===== config.mk =====
export PLATFORM = sky130hd
export DESIGN_NAME = image_block_writer
export DESIGN_NICKNAME = d
export VERILOG_FILES = /design/src/rtl/image_block_writer.sv
export SDC_FILE = /design/constraint.sdc
export NUM_CORES = 1
export LEC_CHECK = 0
export ABC_AREA = 1
export CAP_MARGIN = 20
export CORE_MARGIN = 1
export CORE_UTILIZATION = 50
export DETAILED_ROUTE_END_ITERATION = 10
export PLACE_DENSITY = 0.73
export REMOVE_ABC_BUFFERS = 1
export SLEW_MARGIN = 40
export SYNTH_ARGS = -nofsm -noshare
export SYNTH_HDL_FRONTEND = slang
export SYNTH_SLANG_ARGS = --single-unit

===== constraint.sdc =====
create_clock -name clock -period 6.05 [get_ports clock]
set_input_delay 0.9075 -clock clock [delete_from_list [all_inputs] [get_ports clock]]
set_output_delay 0.9075 -clock clock [all_outputs]
set_load 0.03 [all_outputs]

===== src/rtl/image_block_writer.sv =====
`default_nettype none
// ============================================================================
// Module   : image_block_writer
// Purpose  : Writes each encrypted 2x2 submatrix into frame memory in raster
//            block order and acknowledges upstream; FRAME_CHECKSUM_EN adds an
//            XOR checksum of captured blocks.
// Revision : 1.0 - initial release
// ============================================================================
module image_block_writer #(
    parameter int IMG_W  = 160,
    parameter int IMG_H  = 120,
    parameter int ADDR_W = 15
) (
    input  logic              clock,
    input  logic              resetN,
    input  logic              readyToBeProcessed,
    input  logic [15:0]       imageGeneratorInput,
    input  logic              frameStart,
    output logic              processed,
    output logic              wrEn,
    output logic [ADDR_W-1:0] wrAddr,
    output logic [3:0]        wrData,
    output logic              frameDone,
    output logic [15:0]       frameChecksum
);

    localparam logic [2:0] c_IDLE  = 3'd0;
    localparam logic [2:0] c_WRITE = 3'd1;
    localparam logic [2:0] c_ACK   = 3'd2;
    localparam logic [2:0] c_DROP  = 3'd3;
    localparam logic [2:0] c_DONE  = 3'd4;

    localparam logic [ADDR_W-1:0] c_LAST_X = ADDR_W'(IMG_W - 2);
    localparam logic [ADDR_W-1:0] c_LAST_Y = ADDR_W'(IMG_H - 2);
    localparam logic [ADDR_W-1:0] c_ROW    = ADDR_W'(IMG_W);
    localparam logic [ADDR_W-1:0] c_STEP   = ADDR_W'(2);

    logic [2:0]        r_state, w_state_n;
    logic [ADDR_W-1:0] r_bx, r_by, w_bx_n, w_by_n;
    logic [1:0]        r_idx, w_idx_n;
    logic [15:0]       r_data, w_data_n;
    logic              w_capture, w_restart;

    logic              w_wren_n, w_proc_n, w_done_n;
    logic [ADDR_W-1:0] w_addr_n;
    logic [3:0]        w_pix_n;

    logic              r_processed, r_wren, r_done;
    logic [ADDR_W-1:0] r_addr;
    logic [3:0]        r_pix;

    // Outputs are registered from the next-state values so they line up with the state they describe
    always_ff @(posedge clock) begin
        if (!resetN) begin
            r_state     <= c_IDLE;
            r_bx        <= '0;
            r_by        <= '0;
            r_idx       <= 2'd0;
            r_data      <= 16'h0000;
            r_processed <= 1'b0;
            r_wren      <= 1'b0;
            r_addr      <= '0;
            r_pix       <= 4'h0;
            r_done      <= 1'b0;
        end else begin
            r_state     <= w_state_n;
            r_bx        <= w_bx_n;
            r_by        <= w_by_n;
            r_idx       <= w_idx_n;
            r_data      <= w_data_n;
            r_processed <= w_proc_n;
            r_wren      <= w_wren_n;
            r_addr      <= w_addr_n;
            r_pix       <= w_pix_n;
            r_done      <= w_done_n;
        end
    end

    always_comb begin
        w_state_n = r_state;
        w_bx_n    = r_bx;
        w_by_n    = r_by;
        w_idx_n   = r_idx;
        w_capture = 1'b0;
        w_restart = 1'b0;
        case (r_state)
            c_IDLE: begin
                if (frameStart) begin
                    w_restart = 1'b1;
                end else if (readyToBeProcessed) begin
                    w_capture = 1'b1;
                    w_idx_n   = 2'd0;
                    w_state_n = c_WRITE;
                end
            end
            c_WRITE: begin
                if (r_idx == 2'd3) begin
                    w_state_n = c_ACK;
                end else begin
                    w_idx_n = r_idx + 2'd1;
                end
            end
            c_ACK: begin
                if (r_bx == c_LAST_X) begin
                    w_bx_n = '0;
                    w_by_n = r_by + c_STEP;
                end else begin
                    w_bx_n = r_bx + c_STEP;
                end
                if (r_bx == c_LAST_X && r_by == c_LAST_Y) begin
                    w_by_n    = '0;
                    w_state_n = c_DONE;
                end else begin
                    w_state_n = c_DROP;
                end
            end
            c_DROP: begin
                // Block must be de-asserted before the next capture to avoid re-writing it
                if (!readyToBeProcessed) begin
                    w_state_n = c_IDLE;
                end
            end
            c_DONE: begin
                if (frameStart) begin
                    w_restart = 1'b1;
                end
            end
            default: begin
                w_state_n = c_IDLE;
            end
        endcase
        if (w_restart) begin
            w_bx_n    = '0;
            w_by_n    = '0;
            w_state_n = c_IDLE;
        end
    end

    assign w_data_n = w_capture ? imageGeneratorInput : r_data;

    always_comb begin
        w_wren_n = (w_state_n == c_WRITE);
        w_proc_n = (w_state_n == c_ACK);
        w_done_n = (w_state_n == c_DONE);
        w_addr_n = '0;
        w_pix_n  = 4'h0;
        if (w_wren_n) begin
            w_addr_n = w_by_n * c_ROW + w_bx_n + (w_idx_n[1] ? c_ROW : '0)
                     + {{(ADDR_W-1){1'b0}}, w_idx_n[0]};
            case (w_idx_n)
                2'd0:    w_pix_n = w_data_n[15:12];
                2'd1:    w_pix_n = w_data_n[11:8];
                2'd2:    w_pix_n = w_data_n[7:4];
                default: w_pix_n = w_data_n[3:0];
            endcase
        end
    end

    assign processed = r_processed;
    assign wrEn      = r_wren;
    assign wrAddr    = r_addr;
    assign wrData    = r_pix;
    assign frameDone = r_done;

`ifdef FRAME_CHECKSUM_EN
    logic [15:0] r_checksum;

    always_ff @(posedge clock) begin
        if (!resetN || w_restart) begin
            r_checksum <= 16'h0000;
        end else if (w_capture) begin
            r_checksum <= r_checksum ^ imageGeneratorInput;
        end
    end

    assign frameChecksum = r_checksum;
`else
    assign frameChecksum = 16'h0000;
`endif

endmodule
`default_nettype wire

==> results by group <==
Outcome
  • Status: completed

Layout
  • Ant. Diodes: 0
  • Layout Area Growth over Synthesis: 14.4%
  • Core Util, Final: 58.8%
  • Share of cells above drive strength 1: 10.9%
  • NumNets Final: 764

Critical path
  • Crit path launch type: input pin
  • Crit path kind: input pin to flop
  • Worst Setup End Kind: flop
  • Worst Path Required: 6.31 ns
  • Worst R2R End: wrAddr[14]
  • Worst reg2reg startpoint: r_by[9]
  • Worst reg2reg path depth: 24
  • Arrival @ worst endpoint: 5.08 ns
  • R2R setup slack: 1.33 ns
  • Max FO, Critical Path: 10

Floorplanning
  • Core region area: 0.00924 mm2
  • I/O pins: 58
  • Starting density of the core: 51.4%
  • Die W: 99.5 um
  • Row count: 35
  • Die Ht: 99.5 um
  • Die area: 0.00989 mm2

Pwr
  • Worst IR drop on VDD: 0.153 mV
  • Pwr dens: 192 mW/mm2
  • Leak: 2.40 nW

Clock network
  • CTS resizes: 0
  • Clk_lat worst skew: 0.36 ns
  • Postcts setup bufs: 0
  • CTS Hold Buffers Added: 0
  • CTS max path bufs: 2
  • CTS clk-pin slew, worst paths: 0.09 ns
  • CTS buffer count: 9
  • Root buffer cell: clkbuf_8
  • H-Tree Depth: 3
  • CTS Sinks: 73
  • CTS tree: done

Placement
  • IO buf count: 41
  • Gpl congestion: 0.895
  • Dpl hpwl: 8990 um

Timing
  • Max-Slew Margin vs Limit: 50.6%
  • Peak Freq: 0.208 GHz
  • Slew @ Worst Pin: 0.737 ns
  • Clk_skew: 0.0131 ns
  • Crit share post-route: 79.6%
  • Total negative slack: 0 ns
  • Final setup violation count: 0
  • RSZ-0062 raised after global routing: no
  • Tmin final: 4.82 ns
  • Final hold vios: 0
  • Fin. max-slew vios: 0

Logic synthesis
  • Syn Area/Cell: 7.12 um2
  • Share of the synthesized area in the top cell type: 30.8%
  • Synth Register Bits: 73
  • Post-synth EDFFs: 0
  • Sequential area share after synthesis: 30.8%
  • Ys Warns: 0
  • Top FF cell, synth: dfxtp_1
  • Top cells by area, synth: dfxtp_1 (31%), ha_1 (8.7%), nor2_1 (8.6%)
  • Mapped Area: 0.00475 mm2
  • Synth unique cells: 48
  • Asr flop ratio synth: 0%
  • Synth area leader: dfxtp_1
  • Synth Instances: 667

GRT
  • Vias in the first global route: 4143
  • Busiest layer in global routing: met2
  • GR Overflow Total: 0
  • Largest net degree at the start of global routing: 32
  • Met1 Track Usage GR: 31.1%
  • GRT Total Usage: 24.8%
  • Met3 usage: 4.01%
  • Wire length of the first global-routing pass: 19300 um
  • Initial antenna violation count: 0
  • Met2 Usage GRT: 42.7%

Drt
  • Final ANT Viol Nets: 0
  • DR pass1 iterations: 5
  • Vias per cell: 5.08
  • DR WL/cell: 13.6 um
  • Drt drc: 0
  • WL final: 11500 um
  • Vias: 4280
  • Starting DRC count in detailed routing: 175

Hold path
  • Hold path depth: 2
  • HP Class: flop to flop
  • Hold Startpoint: r_data[8]
  • WHS Endpoint: r_data[8]

Job
  • Max-Cap Viols: 0
[layout make-up]
type,instances,area (um2)
fill,905,3810
multi-input combinational,481,2770
sequential,73,1460
timing repair buffer,43,425
inverter,100,384
tap,129,161
clock buffer,9,124
clock inverter,7,106
[state kept, by name (all words and copies together), names as in the netlist, 2 cells and up]
register and count:
r_bx 15, r_by 15, r_data 16, r_idx 2, r_state 3, wrAddr 15
wrData 4
[synth_stat cells, types with 5 or more instances]
cell type,n
dfxtp_1,73
o21ai_0,19
nor4_1,8
nor3_1,39
buf_4,16
ha_1,33
nand2_1,96
xnor2_1,6
nor3_2,5
inv_2,11
a21oi_1,23
nor2_2,6
nor2_1,109
mux2i_1,8
nand4_1,20
xor2_1,12
nand2_2,11
nand3_1,23
clkbuf_1,6
inv_1,85
or2_2,9
[worst max-delay path by stage]
stage | start | endpoint | cells after the start
2_1_floorplan | frameStart | wrAddr[14] | 23
3_3_place_gp | frameStart | wrAddr[14] | 24
3_5_place_dp | frameStart | wrAddr[14] | 24
4_1_cts | frameStart | wrAddr[14] | 24
5_1_grt | frameStart | wrAddr[14] | 24
6_report | frameStart | wrAddr[14] | 24
[metal layers]
| layer | share of wire (%) | vias to the layer above |
|---|---|---|
| li1 | - | 2203 |
| met1 | 47 | 1965 |
| met2 | 47 | 96 |
| met3 | 3.9 | 16 |
| met4 | 1.4 | 0 |
| met5 | 0 | - |
[cell usage in the layout (no fill, tap or decap), types with 3 or more instances in the layout]
cell             count
o21a_1               4
inv_6                4
clkdlybuf4s50_1     41
o21ai_0             19
nand3_1             23
nor3_2               5
xor2_1              12
nor2_1             109
nor2_4               4
mux2i_1              8
nor2_2               6
fa_1                 3
nand2_2             11
nand4_1             20
a21oi_1             23
nand3_2              4
or2_2                9
nor3_1              39
conb_1              16
inv_1               85
inv_2               11
nand2_1             96
dfxtp_1             73
xnor2_1              6
nor4_1               8
o21ai_1              4
ha_1                33
clkbuf_8             9
[critical path: stages]
cell             delay, ns
clkdlybuf4s50_1       0.44
inv_1                 0.11
nor2_4                0.05
inv_2                 0.16
nand2_1               0.26
nor2_1                0.27
ha_1                  0.29
ha_1                  0.37
a21oi_1               0.16
nand2_1               0.09
a21o_1                0.17
a21oi_1               0.17
xnor2_1               0.14
ha_1                  0.25
ha_1                  0.27
inv_1                 0.07
nor3_1                0.19
inv_1                 0.08
nor4_1                0.18
nand4_1               0.14
nand2_1               0.08
inv_1                 0.05
a21oi_1               0.11
nor2_1                0.06
[where the power goes]
group,internal [mW],switching [mW]
registers,0.489,0.00316
logic,0.0338,0.0651
clock network,0.241,0.212
total,0.764,0.280
[cell families after synthesis]
group / synth area share (%)
fa+ha+maj: 9.96
buf+inv: 12.1
other cells: 0.0790
xor+xnor: 3.32
flops: 30.8
compound gates: 8.01
mux: 1.69
simple gates: 34.1
[stage by stage]
stage | hold slack, ns | setup WS, ns | total power [mW] | instances | cell area [um2]
6_report | 0.505 | 1.23 | 1.04 | 842 | 5430
5_1_grt | 0.549 | 0.738 | 1.09 | 842 | 5430
4_1_cts | 0.513 | 1.25 | 1.06 | 842 | 5430
3_5_place_dp | 0.489 | 0.871 | 0.602 | 826 | 5200
3_3_place_gp | 0.478 | 1.05 | 0.601 | 826 | 5200
2_1_floorplan | 0.450 | 1.51 | 0.569 | 654 | 4620
Power figures use the tool's default switching activity.
==> variant 1 (same flow settings) <==
Build with the macro `FRAME_CHECKSUM_EN` defined.
--- a/src/rtl/image_block_writer.sv
+++ b/src/rtl/image_block_writer.sv
@@ -8,2 +8,4 @@
 // ============================================================================
+`define FRAME_CHECKSUM_EN
+
 module image_block_writer #(
Formal check against the unedited RTL: not equivalent (a bounded check fails within 4 cycles, from zero or initial values and one cycle with resetN low).
==> variant 1 against the original RTL <==
Wire length up 6.6%. Setup slack improved by 0.22 ns. Design area up 11%. Global-route usage is 0.69 points lower. Register-to-register slack improved by 0.30 ns. Die area rose by 7.8%. Clock skew is 0.0013 ns higher. Count of clock-buffer cells in the layout up 1. Synthesized area rose by 8.0%. Total power up 5.2%. Sequential cell count increased by 16. Core utilization rose by 2.1 points. Critical path type unchanged. Largest power group unchanged.
==> variant 1: results (changes against the original RTL) <==
Run status
  • Status: complete, no violations (unchanged)

Worst setup path
  • Crit Reg-Reg Startpoint: r_bx[1] (was r_by[9])
  • Critical Path AT: 4.87 ns (was 5.08 ns)
  • CP max FO: 24 (was 10)
  • Worst r2r path cells: 25 (was 24)

Detailed routing
  • Number of DRC markers in iteration 0: 239 (was 175)
  • DR vias: 4703 (was 4280)
  • First-pass DRT Iterations: 4 (was 5)

Synthesis
  • Sequential area share after synthesis: 34.7% (was 30.8%)
  • Area contributors post-synth: dfxtp_1, inv_1, ha_1, nor2_1, nand2_1 (was dfxtp_1, ha_1, nor2_1, nand2_1, inv_1)
  • Synth Area per Inst: 7.12 µm² (about the same)
  • Library cells used by synthesis: 46 (was 48)

Pwr
  • Internal power: 0.791 mW (was 0.764 mW)
  • Leak: 2.63 nW (was 2.40 nW)
  • VDD IR max: 0.106 mV (was 0.153 mV)

STA
  • Worst Tran Pin Value: 0.485 ns (was 0.737 ns)
  • Final clock skew: 0.0145 ns (was 0.0131 ns)

Place
  • Detailed placement HPWL: 9420 µm (was 8990 µm)
  • RePlAce Congestion: 0.921 (was 0.895)
  • IO Port Bufs: 57 (was 41)

Global routing
  • Met1 Usage GRT: 32.6% (was 31.1%)
  • M3 GR Usage: 4.70% (was 4.01%)
  • Largest net degree at the start of global routing: 44 (was 32)
  • Vias in the first global route: 4298 (was 4143)

Min path
  • Hold Startpoint: frameChecksum[13] (was r_data[8])

Layout
  • Share of cells above drive strength 1: 7.25% (was 10.9%)
[variant 1: metrics by stage]
step / hold slack (ns) / utilization (%) / worst slack [ns] / area [µm²] / total power [mW]
finish: 0.458 / 60.9 / 1.45 / 6010 / 1.10
global route: 0.482 / 60.9 / 1.07 / 6010 / 1.15
CTS: 0.459 / 60.9 / 1.50 / 6010 / 1.11
detailed placement: 0.444 / 59.1 / 1.12 / 5830 / 0.723
global placement: 0.445 / 59.1 / 1.24 / 5830 / 0.721
floorplan: 0.457 / - / 2.01 / 5070 / 0.680
[variant 1: cell families (layout without fill, tap and decap cells)]
logic type,Yosys count,after routing,share of synthesized area (%)
simple gates,296,296,27.2
buf+inv,165,230,12.4
compound gates,117,117,13.3
flops,89,89,34.7
fa+ha+maj,36,36,9.22
xor+xnor,18,18,3.07
[variant 1: final cells by class]
cell class / instances / area (µm²)
clock buffers: 10 / 128
clock inverters: 6 / 50.0
fillers: 911 / 3850
inverters: 154 / 581
multi-input cells: 467 / 2710
flip-flops and latches: 89 / 1780
well taps: 133 / 166
repair buffers: 60 / 593
[variant 1: power by group through the flow]
stage                     logic, mW  clock network (mW)  registers, mW
final                         0.108               0.389          0.602
after global routing          0.120               0.422          0.604
after CTS                     0.108               0.398          0.602
after detailed placement      0.108                   0          0.616
after global placement        0.106                   0          0.615
after floorplan              0.0555                   0          0.625
[variant 1: routing by layer]
layer | up-vias | part of all wire, %
met2 | 108 | 46
met3 | 13 | 4.1
li1 | 2438 | -
met4 | 0 | 1.3
met5 | - | 0
met1 | 2144 | 49
==> variant 2 (same settings) <==
Made on the original files. Take the reset off `r_bx`, `r_by`, `r_data`, `r_addr` and `r_pix` and load them in a clocked block of their own.
--- a/src/rtl/image_block_writer.sv
+++ b/src/rtl/image_block_writer.sv
@@ -55,10 +55,5 @@
             r_state     <= c_IDLE;
-            r_bx        <= '0;
-            r_by        <= '0;
             r_idx       <= 2'd0;
-            r_data      <= 16'h0000;
             r_processed <= 1'b0;
             r_wren      <= 1'b0;
-            r_addr      <= '0;
-            r_pix       <= 4'h0;
             r_done      <= 1'b0;
@@ -66,12 +61,15 @@
             r_state     <= w_state_n;
-            r_bx        <= w_bx_n;
-            r_by        <= w_by_n;
             r_idx       <= w_idx_n;
-            r_data      <= w_data_n;
             r_processed <= w_proc_n;
             r_wren      <= w_wren_n;
-            r_addr      <= w_addr_n;
-            r_pix       <= w_pix_n;
             r_done      <= w_done_n;
         end
+    end
+
+    always_ff @(posedge clock) begin
+        r_bx   <= w_bx_n;
+        r_by   <= w_by_n;
+        r_data <= w_data_n;
+        r_addr <= w_addr_n;
+        r_pix  <= w_pix_n;
     end
Formal check against the unedited RTL: not equivalent (Yosys sat finds a counterexample within 4 cycles, from zero or initial values and one cycle with resetN low).
==> variant 2 against the original RTL <==
Sequential cell count stayed put. Design area is 7.9% lower. Register-to-register slack improved by 0.13 ns. Wire length decreased by 15%. Fmax is 3.9% higher. Setup slack improved by 0.18 ns. Die area fell by 8.6%. Total power rose by 1.5%. First-iteration DRC count increased by 78%. Combinational power up 12%. Count of clock-buffer cells in the layout stayed put. Synthesized area fell by 8.8%. Cell count decreased by 13%. Synthesized cell count is 14% lower. Critical path type unchanged. Largest cell class unchanged. Largest power group unchanged. Highest routed layer unchanged.
==> variant 2: results (changes against the original RTL) <==
Run status
  • Status: complete, no violations (unchanged)

Detailed routing
  • Total Wirelength: 9750 µm (was 11500 µm)
  • Vias per Instance: 5.16 (was 5.08)
  • DR WL met2: 4460 µm (was 5430 µm)
  • DR WL met3: 455 µm (was 450 µm)
  • M1 WL: 4550 µm (was 5420 µm)
  • Number of DRC markers in iteration 0: 311 (was 175)

Pwr
  • Seq pwr: 0.513 mW (was 0.493 mW)
  • Power Density: 212 nW/µm² (was 192 nW/µm²)
  • Sw frac: 25.5% (was 26.8%)
  • Leak: 2.28 nW (was 2.40 nW)

CTS
  • Clk sink count: 73 (unchanged)

Global routing
  • Total Routing Usage GR: 22.4% (was 24.8%)
  • Most Crowded Layer GR: met2 (unchanged)
  • First-pass GRT wire length: 15700 µm (was 19300 µm)
  • Vias in the first global route: 3450 (was 4143)
  • M3 GR Usage: 3.51% (was 4.01%)
  • Met1 Usage GRT: 29.9% (was 31.1%)

Synthesis
  • Library cells used by synthesis: 41 (was 48)
  • Area contributors post-synth: dfxtp_1, ha_1, nand2_1, inv_1, nor2_1 (was dfxtp_1, ha_1, nor2_1, nand2_1, inv_1)
  • Sequential area share after synthesis: 33.7% (was 30.8%)
  • Synth top cells by count: nand2_1, inv_1, dfxtp_1 (was nor2_1, nand2_1, inv_1)

Layout
  • Proportion of cell area spent on the clock network: 4.52% (was 4.24%)
  • Design area: 5000 µm² (was 5430 µm²)
  • Number of fill cells in the layout: 742 (was 905)
  • Number of signal-net buffers in the layout: 41 (was 43)
  • NonClk Buf Share: 8.20% (was 7.83%)
  • Inverter count: 87 (was 100)
  • #MultiIn Comb: 409 (was 481)
  • Fraction of area in multi-input gates: 48.9% (was 51.0%)
  • Fin nets: 677 (was 764)
  • Share of cells above drive strength 1: 10.5% (was 10.9%)

Worst setup path
  • Flop2flop setup slack: 1.46 ns (was 1.33 ns)
  • Worst r2r path cells: 29 (was 24)
  • CP max FO: 16 (was 10)

STA
  • Final clock skew: 0.0157 ns (was 0.0131 ns)
  • Worst slew margin: 48.7% (was 50.6%)

Min path
  • Hold depth: 1 (was 2)

Place
  • RePlAce Congestion: 0.881 (was 0.895)
  • Placed Area: 4780 µm² (was 5200 µm²)
  • Detailed placement HPWL: 7510 µm (was 8990 µm)

Die
  • Die X: 95.1 µm (was 99.5 µm)
-- variant 2: changes by cell type in the layout (fill, tap and decap cells not counted), moves of 6 or more --
cell      change
inv_2         -6
a211oi_1      +6
nor3_1       -17
mux2_2       +16
or2_2         -8
a21oi_1      +13
nor2_1       -48
mux2i_1       -7
nand4_1       -8
-- variant 2: worst paths after layout --
| kind | from | end |
|---|---|---|
| worst max-delay path | frameStart | wrAddr[14] |
| worst min-delay path | r_data[3] | r_data[3] |
| worst max register to register | r_bx[4] | wrAddr[14] |
| worst min register to register | r_data[3] | r_data[3] |
-- variant 2: cells by family (layout without fill, tap and decap cells) --
kind of cell | count (synthesis) | count (layout) | synth area share, %
simple gates | 250 | 250 | 27.7
flops | 73 | 73 | 33.7
compound gates | 80 | 80 | 10.1
buf+inv | 107 | 144 | 11.1
xor+xnor | 10 | 10 | 2.02
other cells | 1 | 16 | 0.0866
fa+ha+maj | 36 | 36 | 10.9
mux | 17 | 17 | 4.39
-- variant 2: worst max-delay path: stages --
cell and delay (ns):
clkdlybuf4s50_1 0.50, nand2_2 0.15, inv_1 0.44, a21oi_1 0.16
ha_1 0.32, ha_1 0.16, inv_1 0.05, fa_1 0.39
inv_1 0.09, a31oi_1 0.10, xor2_1 0.15, inv_1 0.06
ha_1 0.27, ha_1 0.29, inv_1 0.08, nor3_1 0.26
nand4_1 0.15, o21ai_2 0.18, nand3_1 0.09, nand2_1 0.06
nor2_1 0.04
-- variant 2: stage by stage --
stage | hold slack (ns) | setup WS [ns] | instances
after floorplan | 0.437 | 2.02 | 569
after global placement | 0.452 | 1.20 | 715
after detailed placement | 0.456 | 1.03 | 715
after CTS | 0.477 | 1.39 | 731
after global routing | 0.485 | 0.964 | 731
final | 0.477 | 1.42 | 731
